`src/rtl/round_robin_arbiter.sv`:
```
// round_robin_arbiter: four-requester round-robin arbiter with grant hold and hold-time preemption.
// Define ROUND_ROBIN_ARBITER_LOCK_EN to add a lock input that suppresses timeout preemption.
module round_robin_arbiter #(
    parameter int MAX_HOLD  = 16,
    parameter int CNT_WIDTH = 8
) (
    input  logic       clk,
    input  logic       rst,
`ifdef ROUND_ROBIN_ARBITER_LOCK_EN
    input  logic       lock,
`endif
    input  logic       req_0,
    input  logic       req_1,
    input  logic       req_2,
    input  logic       req_3,
    output logic       gnt_0,
    output logic       gnt_1,
    output logic       gnt_2,
    output logic       gnt_3,
    output logic [1:0] gnt_id,
    output logic       busy,
    output logic       preempt
);
    typedef enum logic {IDLE, GRANT} state_t;
    state_t               state, state_nx;
    logic [1:0]           last_owner, last_owner_nx, win, idx;
    logic [CNT_WIDTH-1:0] hold_cnt, hold_cnt_nx;
    logic [3:0]           gnt, gnt_nx, req, cand;
    logic                 preempt_nx, found, owner_req, others, timeout, locked;

    assign req = {req_3, req_2, req_1, req_0};
`ifdef ROUND_ROBIN_ARBITER_LOCK_EN
    assign locked = lock;
`else
    assign locked = 1'b0;
`endif
    assign owner_req = req[last_owner];
    // While granted the owner is excluded, so the same search serves release and preemption
    assign cand      = (state == GRANT) ? (req & ~(4'b0001 << last_owner)) : req;
    assign others    = |cand;
    assign timeout   = (MAX_HOLD != 0) && (hold_cnt == CNT_WIDTH'(MAX_HOLD - 1)) && !locked;

    always_comb begin
        win   = last_owner;
        found = 1'b0;
        idx   = last_owner;
        for (int i = 1; i <= 4; i++) begin
            idx = last_owner + 2'(i);
            if (!found && cand[idx]) begin
                win   = idx;
                found = 1'b1;
            end
        end
    end

    always_comb begin
        state_nx      = state;
        last_owner_nx = last_owner;
        hold_cnt_nx   = hold_cnt;
        gnt_nx        = gnt;
        preempt_nx    = 1'b0;
        if (state == IDLE || !owner_req || (others && timeout)) begin
            hold_cnt_nx   = '0;
            state_nx      = found ? GRANT : IDLE;
            gnt_nx        = found ? (4'b0001 << win) : 4'b0000;
            last_owner_nx = found ? win : last_owner;
            preempt_nx    = found && (state == GRANT) && owner_req;
        end else if (!locked) begin
            hold_cnt_nx = !others ? '0 :
                          (hold_cnt < CNT_WIDTH'(MAX_HOLD)) ? hold_cnt + 1'b1 : hold_cnt;
        end
    end

    always_ff @(posedge clk or negedge rst) begin
        if (!rst) begin
            state      <= IDLE;
            last_owner <= 2'd3;
            hold_cnt   <= '0;
            gnt        <= 4'b0000;
            preempt    <= 1'b0;
        end else begin
            state      <= state_nx;
            last_owner <= last_owner_nx;
            hold_cnt   <= hold_cnt_nx;
            gnt        <= gnt_nx;
            preempt    <= preempt_nx;
        end
    end

    assign {gnt_3, gnt_2, gnt_1, gnt_0} = gnt;
    assign busy   = (state == GRANT);
    assign gnt_id = busy ? last_owner : 2'd0;
endmodule

```
`config.mk`:
```
export PLATFORM = sky130hd
export DESIGN_NAME = round_robin_arbiter
export DESIGN_NICKNAME = d
export VERILOG_FILES = /design/src/rtl/round_robin_arbiter.sv
export SDC_FILE = /design/constraint.sdc
export NUM_CORES = 1
export LEC_CHECK = 0
export BUFFER_PORTS_ARGS = -buffer_cell sky130_fd_sc_hd__buf_2
export CAP_MARGIN = 30
export CORE_MARGIN = 2
export CORE_UTILIZATION = 50
export CTS_CLUSTER_SIZE = 14
export DETAILED_ROUTE_END_ITERATION = 12
export PLACE_DENSITY_LB_ADDON = 0.3
export REMOVE_ABC_BUFFERS = 1
export SYNTH_ARGS = -nofsm -noshare
export SYNTH_HDL_FRONTEND = slang
export SYNTH_SLANG_ARGS = --single-unit
```
`constraint.sdc`:
```
create_clock -name clk -period 2.4 [get_ports clk]
set_input_delay 0.24 -clock clk [delete_from_list [all_inputs] [get_ports clk]]
set_output_delay 0.24 -clock clk [all_outputs]
set_load 0.1 [all_outputs]
```
* Word level (Yosys, flattened, before mapping)
Index checks and enable logic that the tools add are counted.
** Word-level totals
- Register bits :: 16
- Bits in latches :: 0
- Bits in writable memories :: 0
- Bits in read-only memories :: 0
- Input bits :: 6
- Output and inout port bits :: 8
- Logic and storage cells :: 61
- Memories kept :: 0
** Cells by class
- Add/sub/neg operators :: 4
- Multipliers :: 0
- Div/mod/pow operators :: 0
- Magnitude comparators :: 5
- Equality and inequality tests :: 2
- Shift operators :: 2
- Multiplexer cells :: 26
- Bitwise logic cells :: 3
- Reductions and logical operators :: 14
** Operators by type and width (number)
- 2-to-1 mux 8 bit :: 3
- less-than comparator 2 x 3 -> 1 bit, second input constant :: 4
- 2-to-1 mux 1 bit :: 11
- binary-select mux 1 bit (select 2 bit) :: 5
- 2-to-1 mux 2 bit :: 5
- adder 8 x 1 -> 8 bit, second input constant :: 1
- == test 8 x 4 -> 1 bit, second input constant :: 1
- less-than comparator 8 x 5 -> 1 bit, second input constant :: 1
- 2-to-1 mux 4 bit :: 2
- << shifter 1 x 2 -> 4 bit, first input constant :: 2
- logical AND 1 bit :: 6
- adder 2 bit, second input constant :: 2
- AND 4 bit :: 1
- logical NOT 1 bit :: 4
- inverter 4 bit :: 1
- OR reduction 4 bit :: 1
- inequality test 3 x 1 -> 1 bit, second input constant :: 1
- adder 2 x 1 -> 2 bit, second input constant :: 1
- logical OR 1 bit :: 2
- AND reduction 2 bit :: 1
- inverter 1 bit :: 1

* Depth between registers and ports, before layout
Gate-level depths: netlist (run 1).
- Word-level depth :: 19
- Mapped depth :: 10
- Gate-level depth less buffers :: 8

* Least setup slack after synthesis (run 1)
No wires, ideal clock.
- Kind :: reg-to-reg
- Start point :: register last_owner[0]
- End point :: register gnt[0]
- Library setup time :: 119 ps
- Data arrival time :: 2373 ps
- Data required time :: 2281 ps
- Path slack :: -92 ps
- Cell stages (with the launch flop) :: 11
- Path buffers :: 2
- Clock period less this slack :: 2492 ps
- Cell sequence :: dfstp_2 > buf_2 > buf_6 > inv_1 > ha_1 > mux2_1 > a211oi_1 > nor2_1 > o22a_2 > xnor2_2 > a2bb2o_4
** On the way
- Cells in the longest elaborated chain, start to end :: 18
- Elaborated cells between the ends (all ways) :: 38
- Those cells by class :: 3 x add/sub; 2 x shift; 20 x mux; 2 x bitwise; 11 x reduce/logical
** Ends and longest elaborated chain
- start, declared :: line 26 : logic [1:0] last_owner, last_owner_nx, win, idx;
- start signal, assigned :: line 83 : last_owner <= last_owner_nx;
- << shifter 1 x 2 -> 4 bit :: line 39 : assign cand = (state == GRANT) ? (req & ~(4'b0001 << last_owner)) : req;
- inverter 4 bit :: line 39
- AND 4 bit :: line 39
- 2-to-1 mux 4 bit :: line 39
- binary-select mux 1 bit (select 2 bit) :: line 49 : if (!found && cand[idx]) begin
- 2-to-1 mux 1 bit (implied by the code) :: line 49
- 2-to-1 mux 1 bit :: line 49
- logical NOT 1 bit :: line 49
- [2 not listed]
- logical NOT 1 bit :: line 49
- logical AND 1 bit :: line 49
- 2-to-1 mux 1 bit :: line 49
- logical NOT 1 bit :: line 49
- logical AND 1 bit :: line 49
- 2-to-1 mux 2 bit :: line 49
- << shifter 1 x 2 -> 4 bit :: line 65 : gnt_nx = found ? (4'b0001 << win) : 4'b0000;
- 2-to-1 mux 4 bit :: line 65
- end signal, assigned :: line 85 : gnt <= gnt_nx;
- end, declared :: line 28 : logic [3:0] gnt, gnt_nx, req, cand;
Parallel ways exist; a longest one is shown, timed or not. The select of a mux whose other input is x is not followed.
A chain may end at the register's enable or synchronous reset.

* Worst setup path in the final report (run 1)
Same ends and word-level chain as after synthesis.

==> impl_summary.log, run 1 <==
[metrics] outcome: complete, no violations
[metrics] Die Height: 50.1 um
[metrics] Inst Count DP: 135
[metrics] ratio of cells with drive above 1 in the final layout: 33.6%
[metrics] Largest delay share family, worst path: compound AO/OA/AOI/OAI gates
[metrics] worst-path fanout max: 3
[metrics] number of remaining DRC errors: 0
[metrics] number of sinks on the clock net: 16
[metrics] number of CTS-inserted buffers: 3
[metrics] WL/cell: 12.1 um
[metrics] maximum number of pins on one net before global-route repair: 17
[metrics] GRT Resource Usage Total: 16.2%
[metrics] Setup Fix Bufs, Post-CTS: 0
[metrics] Min-Delay Path Class: input port to asynchronous set/reset pin
[metrics] Clock Tree Buf Depth: 2
[metrics] library cell occupying the most area in the post-synthesis netlist: sky130_fd_sc_hd__dfrtp_1
[metrics] maximum clock skew at final layout: 0.0107 ns
[metrics] Core ar.: 1980 um^2
[metrics] fin crit period: 2.28 ns
[metrics] Via density: 5.19
[metrics] number of antenna violations at the first check in global routing: 0
[metrics] antenna cells: 0
[metrics] wire length of the first global-routing pass: 3110 um
[metrics] Max Cap Viol: 0
[metrics] endpoint class of the critical path: register
[metrics] most frequent cell after synthesis: sky130_fd_sc_hd__nor2_1
[metrics] number of flip-flops and latches in the synthesized netlist: 16
[metrics] width of the die: 50.1 um
[metrics] number of buffer and inverter instances along the worst setup path: 1
[metrics] number of instances in the synthesized netlist: 97
[metrics] Reg2Reg Setup Slack: 0.12 ns
[metrics] unrepaired setup endpoints after global routing: false
[metrics] count of hold buffers inserted by post-cts repair: 1
[metrics] number of hold violations in the final report: 0
[metrics] category of the most critical setup path: register to register
[metrics] R2R depth: 8
[metrics] cell area after synthesis: 1060 um^2
[metrics] clock network latency to the later pin of the worst-skew pair: 0.29 ns
[metrics] share of Yosys cell area claimed by the top area cell type: 33.0%
[metrics] final weighted congestion in routability-driven placement: 0.776
[metrics] H-tree level count: 1
[metrics] TritonCTS clock tree: done
[metrics] number of inserted filler cells in the final layout: 173
[metrics] critical-path cell list: inv_1, ha_1, mux2_1, a211oi_1, nor2_1, o22a_2, xnor2_2, a2bb2o_4
[metrics] first-iteration detailed-routing DRC count: 14
[metrics] arrival time at the worst endpoint: 2.47 ns
[metrics] vias after detailed routing: 727
[metrics] area growth from synthesis to final layout: 12.1%
[metrics] master of the slowest instance on the critical path: sky130_fd_sc_hd__dfstp_2
[metrics] count of different cell masters after synthesis: 41
[metrics] Slew @ Worst Pin: 0.488 ns
[metrics] cells taking the most area after synthesis: sky130_fd_sc_hd__dfrtp_1 (33%), sky130_fd_sc_hd__ha_1 (5.9%), sky130_fd_sc_hd__nor2_1 (5.3%)
[metrics] Clk Tree Root Cell: sky130_fd_sc_hd__clkbuf_4
[metrics] area of the die: 2510 um^2
[metrics] Post-synth top flop: sky130_fd_sc_hd__dfrtp_1
[metrics] Post-Route WL: 1690 um
[metrics] fraction of registers with async set or reset after synthesis: 100%
[metrics] number of nets in the layout: 125
[metrics] number of buffers inserted by port buffering: 13
[metrics] total overflow reported by the global router: 0
[metrics] end of the worst register-to-register path: gnt[0]
[metrics] final standard cell count with taps included and fillers excluded: 140
[metrics] clock transition time at the flip-flop clock pins of the worst setup and hold paths: 0.10 ns
[metrics] total of endpoints with negative setup slack in the final report: 0
[metrics] initial core utilization: 53.6%
[metrics] total iterations of the first detailed-routing run: 4
[metrics] count of synthesis-stage warnings from yosys: 0
[metrics] slowest cell delay on critical path: 0.53 ns
[metrics] number of global-route vias before repair: 728
[metrics] achievable clock frequency: 438 MHz
[metrics] max-slew violation count: 0
[metrics] row count: 16
[metrics] DPL Wire Length: 1340 um
[metrics] Worst Setup Start Kind: register
[metrics] share of the core filled with cells: 60.1%
[metrics] sequential-to-total area share from yosys stat: 37.9%
[metrics] number of nets with antenna violations after detailed routing: 0
[metrics] worst path required time: 2.59 ns
[metrics] top cells by instance count after synthesis: sky130_fd_sc_hd__nor2_1 (15), sky130_fd_sc_hd__dfrtp_1 (14), sky130_fd_sc_hd__inv_1 (9), sky130_fd_sc_hd__ha_1 (5)
[metrics] number of flops mapped to enable cells by yosys: 0
[metrics] headroom to the max-slew limit: 67.7%
[metrics] start of the worst register-to-register path: last_owner[0]
[metrics] PostCTS Resize Cnt: 0
[metrics] io pins: 14
[metrics] Final period util: 95.1%
[metrics] syn_area_per_cell: 11.0 um^2
## kinds of logic (layout without fill, tap and decap cells)
kind of cell	count (synthesis)	count (layout)	share of synthesized area, %
compound gates	16	16	15.4
xor+xnor	6	6	5.65
mux	9	9	11.0
fa+ha+maj	5	5	5.89
simple gates	32	32	18.0
buf+inv	13	29	6.12
flops	16	16	37.9
## through the flow
stage	hold slack (ns)	worst slack, ns	TNS, ns	instance area, um^2
after floorplan	-0.0556	-0.0476	-0.0945	1030
after global placement	0.166	0.168	0	1140
after detailed placement	0.167	0.130	0	1140
after CTS	0.383	0.119	0	1190
after global routing	0.429	0.0280	0	1190
final	0.374	0.117	0	1190
## layout by cell type, fill, tap and decap left out, types with 2 or more instances in the layout
master	synthesis	routed
sky130_fd_sc_hd__a22o_1	2	2
sky130_fd_sc_hd__and2_1	3	3
sky130_fd_sc_hd__buf_2	1	13
sky130_fd_sc_hd__buf_4	0	2
sky130_fd_sc_hd__clkbuf_4	0	3
sky130_fd_sc_hd__dfrtp_1	14	14
sky130_fd_sc_hd__dfstp_2	2	2
sky130_fd_sc_hd__ha_1	5	5
sky130_fd_sc_hd__inv_1	9	9
sky130_fd_sc_hd__mux2_1	3	3
sky130_fd_sc_hd__mux2_4	2	2
sky130_fd_sc_hd__mux2i_1	3	3
sky130_fd_sc_hd__nand2_1	3	3
sky130_fd_sc_hd__nor2_1	15	15
sky130_fd_sc_hd__o22ai_1	2	2
sky130_fd_sc_hd__or2_4	2	2
sky130_fd_sc_hd__xnor2_1	3	3
sky130_fd_sc_hd__xor2_1	2	2
## layer usage
layer / track usage (%) / wire length (um) / up-vias
li1: - / - / 371
met3: 5.76 / 95 / 0
met1: 22.6 / 843 / 335
met2: 25.0 / 752 / 21
met5: 0 / 0 / -
met4: 1.39 / 0 / 0
## registers in the layout, summed over array words and instances, names as in the netlist
signal,count
last_owner,2
gnt,4
busy,1
hold_cnt,8
preempt,1
## cell type report
| type | count | area [um^2] | share of cell area (%) |
|---|---|---|---|
| sequential | 16 | 403 | 33.8 |
| timing repair buffer | 16 | 90.1 | 7.56 |
| tap | 27 | 33.8 | 2.84 |
| inverter | 9 | 33.8 | 2.84 |
| clock buffer | 4 | 36.3 | 3.05 |
| multi-input combinational | 68 | 594 | 49.9 |
## worst max path at each step
stage | to | slack [ns] | from | cells past startpoint
floorplan | gnt[0] | -0.05 | last_owner[0] | 8
global placement | gnt[0] | 0.17 | last_owner[0] | 8
detailed placement | gnt[0] | 0.13 | last_owner[0] | 8
CTS | gnt[0] | 0.12 | last_owner[0] | 8
global route | gnt[2] | 0.03 | last_owner[0] | 8
finish | gnt[0] | 0.12 | last_owner[0] | 8
Power of run 1 is not shown: default switching activity piles up to over one toggle a cycle in this logic, so the estimate is an artifact.
==> run 2: changes to the inputs <==
==> constraint.sdc (replaced) <==
create_clock -name clk -period 1.8 [get_ports clk]
set_input_delay 0.18 -clock clk [delete_from_list [all_inputs] [get_ports clk]]
set_output_delay 0.18 -clock clk [all_outputs]
set_load 0.1 [all_outputs]
==> run 2 against run 1 <==
  * Cell count rose by 14%
  * The run now ends with negative setup slack left
  * Routed wire length grew 36%
  * Critical endpoint unchanged
  * First-iteration DRC count fell by 14%
  * Flip-flop and latch count unchanged
  * Via count grew 15%
  * Highest routed layer is now met4
  * Register-to-register slack worse by 0.50 ns
  * Critical path depth did not move
==> impl_summary.log, run 2 (same netlist as run 1, synthesis figures left out) <==
[metrics] outcome: finished with violations
[metrics] violations in the final reports: negative setup slack
[metrics] worst path required time: 1.98 ns (-0.61 ns)
[metrics] clock transition time at the flip-flop clock pins of the worst setup and hold paths: 0.09 ns (about the same)
[metrics] Worst Setup Start Kind: register
[metrics] number of remaining DRC errors: 0 (unchanged)
[metrics] GRT Resource Usage Total: 21.3% (+5.1 points)
[metrics] unrepaired setup endpoints after global routing: true
[metrics] H-tree level count: 1 (unchanged)
[metrics] number of sinks on the clock net: 16 (unchanged)
[metrics] Clk Tree Root Cell: sky130_fd_sc_hd__clkbuf_4
[metrics] Die Height: 50.1 um (unchanged)
[metrics] number of nets with antenna violations after detailed routing: 0 (unchanged)
[metrics] Post-Route WL: 2300 um (+36%)
[metrics] TritonCTS clock tree: done
[metrics] total of endpoints with negative setup slack in the final report: 11 (+11)
[metrics] Final period util: 121% (+26 points)
[metrics] TNS Setup: -1.89 ns (-1.89 ns)
[metrics] vias after detailed routing: 836 (+15%)
[metrics] endpoint class of the critical path: register
[metrics] number of global-route vias before repair: 892 (+23%)
[metrics] initial core utilization: 53.6% (unchanged)
[metrics] width of the die: 50.1 um (unchanged)
[metrics] Multi-input gate area: 662 um^2 (+11%)
[metrics] antenna cells: 0 (unchanged)
[metrics] Clock Tree Buf Depth: 2 (unchanged)
[metrics] first-iteration detailed-routing DRC count: 12 (-2)
[metrics] area of the die: 2510 um^2 (unchanged)
[metrics] final worst slack: -0.380 ns (-0.497 ns)
[metrics] maximum clock skew at final layout: 0.00873 ns (-0.00198 ns)
[metrics] clock network latency to the later pin of the worst-skew pair: 0.29 ns (about the same)
[metrics] maximum number of pins on one net before global-route repair: 17 (unchanged)
[metrics] Inst Count DP: 149 (+10%)
[metrics] final standard cell count with taps included and fillers excluded: 159 (+14%)
[metrics] total iterations of the first detailed-routing run: 4 (unchanged)
[metrics] flip-flop count of the largest register, all copies and words added: 8 (unchanged)
[metrics] io pins: 14 (unchanged)
[metrics] worst-path fanout max: 3 (unchanged)
[metrics] number of nets in the layout: 144 (+15%)
[metrics] headroom to the max-slew limit: 68.0% (+0.29 points)
[metrics] slowest cell delay on critical path: 0.56 ns (+0.03 ns)
[metrics] arrival time at the worst endpoint: 2.36 ns (-0.11 ns)
[metrics] Max Cap Viol: 0 (unchanged)
[metrics] category of the most critical setup path: register to register
[metrics] most used cells in the layout excluding fill and tap cells: sky130_fd_sc_hd__buf_4 (17), sky130_fd_sc_hd__nor2_1 (14), sky130_fd_sc_hd__dfrtp_1 (13)
[metrics] cell seen most often among critical-path stages: sky130_fd_sc_hd__mux2_4
[metrics] WL/cell: 14.4 um (+20%)
[metrics] master of the slowest instance on the critical path: sky130_fd_sc_hd__dfstp_2
[metrics] total overflow reported by the global router: 0 (unchanged)
[metrics] post-route cell area: 1430 um^2 (+20%)
[metrics] fin crit period: 2.18 ns (-0.103 ns)
[metrics] Core ar.: 1980 um^2 (unchanged)
[metrics] most common cell after layout, fill and taps aside: sky130_fd_sc_hd__buf_4
[metrics] number of inserted filler cells in the final layout: 137 (-21%)
[metrics] achievable clock frequency: 459 MHz (+4.7%)
[metrics] wire length of the first global-routing pass: 4000 um (+29%)
[metrics] Min-Delay Path Class: input port to asynchronous set/reset pin
[metrics] final weighted congestion in routability-driven placement: 0.806 (+3.9%)
[metrics] number of buffers inserted by port buffering: 13 (unchanged)
[metrics] Via density: 5.26 (+1.3%)
[metrics] row count: 16 (unchanged)
[metrics] register area: 404 um^2 (+0.31%)
[metrics] number of antenna violations at the first check in global routing: 0 (unchanged)
[metrics] registers with the most flip-flops: hold_cnt (8), gnt (4), last_owner (2)
[metrics] setup slack after placement: -0.474 ns (-0.604 ns)
[metrics] Slew @ Worst Pin: 0.484 ns (-0.00439 ns)
[metrics] largest register by flop count: hold_cnt
[metrics] Placed Instance Area: 1260 um^2 (+10%)
[metrics] number of hold violations in the final report: 0 (unchanged)
[metrics] ratio of cells with drive above 1 in the final layout: 51.5% (+18 points)
[metrics] critical-path cell list: inv_2, ha_2, mux2_4, a221oi_4, mux2_4, o22a_4, xnor2_2, a2bb2o_4
[metrics] number of CTS-inserted buffers: 3 (unchanged)
[metrics] R2R depth: 8 (unchanged)
[metrics] DPL Wire Length: 1590 um (+19%)
[metrics] area growth from synthesis to final layout: 34.5%
[metrics] max-slew violation count: 0 (unchanged)
-- run 2: cell count changes in the layout (fill, tap and decap cells not counted), moves of 2 or more --
cell                     previous run  this run
sky130_fd_sc_hd__mux2_1             3         1
sky130_fd_sc_hd__buf_2             13        11
sky130_fd_sc_hd__buf_6              0         3
sky130_fd_sc_hd__buf_4              2        17
sky130_fd_sc_hd__ha_2               0         3
sky130_fd_sc_hd__ha_1               5         1
-- run 2: final cells by class --
type | instances | area share, %
Clock buffer | 4 | 1.84
Inverter | 9 | 2.36
Multi-Input combinational cell | 68 | 46.3
Sequential cell | 16 | 28.3
Tap cell | 27 | 2.36
Timing Repair Buffer | 35 | 18.8
-- run 2: per-stage QoR --
stage               hold slack [ns]  utilization [%]
floorplan                    -0.116                -
global placement              0.102             63.8
detailed placement            0.106             63.8
CTS                           0.328             69.9
global route                  0.379             72.1
finish                        0.331             72.1
-- run 2: per-layer routing --
metal,part of all wire [%],up-vias,wire (um),GRT usage [%]
li1,-,408,-,-
met1,45,401,1040,25.5
met2,49,23,1130,35.1
met3,4.5,4,103,6.97
met4,1.1,0,25,7.87
met5,0,-,0,0
-- run 2: path summary, 6_finish.rpt --
check                                   start             to  slack [ns]
min in group clk                       gnt[1]         gnt[1]        0.50
worst min-delay path                      rst    hold_cnt[4]        0.33
worst min register to register         gnt[1]         gnt[1]        0.50
max in group asynchronous                 rst  last_owner[0]        1.16
worst max register to register  last_owner[0]         gnt[0]       -0.38
worst max-delay path            last_owner[0]         gnt[0]       -0.38
-- run 2: repair_timing --
action | CTS | global route
pin swaps | 8 | 6
setup endpoints to repair | 15 | 16
hold buffers | 1 | 0
gates cloned | 0 | 0
gates resized for setup | 14 | 8
buffers inserted | 3 | 2
hold endpoints to repair | 14 | 0
-- run 2: worst max-delay path: cells and delay by family, from the launching register on --
kind / cells / cell delay, ns
compound gates: 3 / 0.64
xor+xnor: 1 / 0.12
fa+ha+maj: 1 / 0.20
buf+inv: 1 / 0.07
flops: 1 / 0.56
mux: 2 / 0.47
Power of run 2 is left out for the same reason.
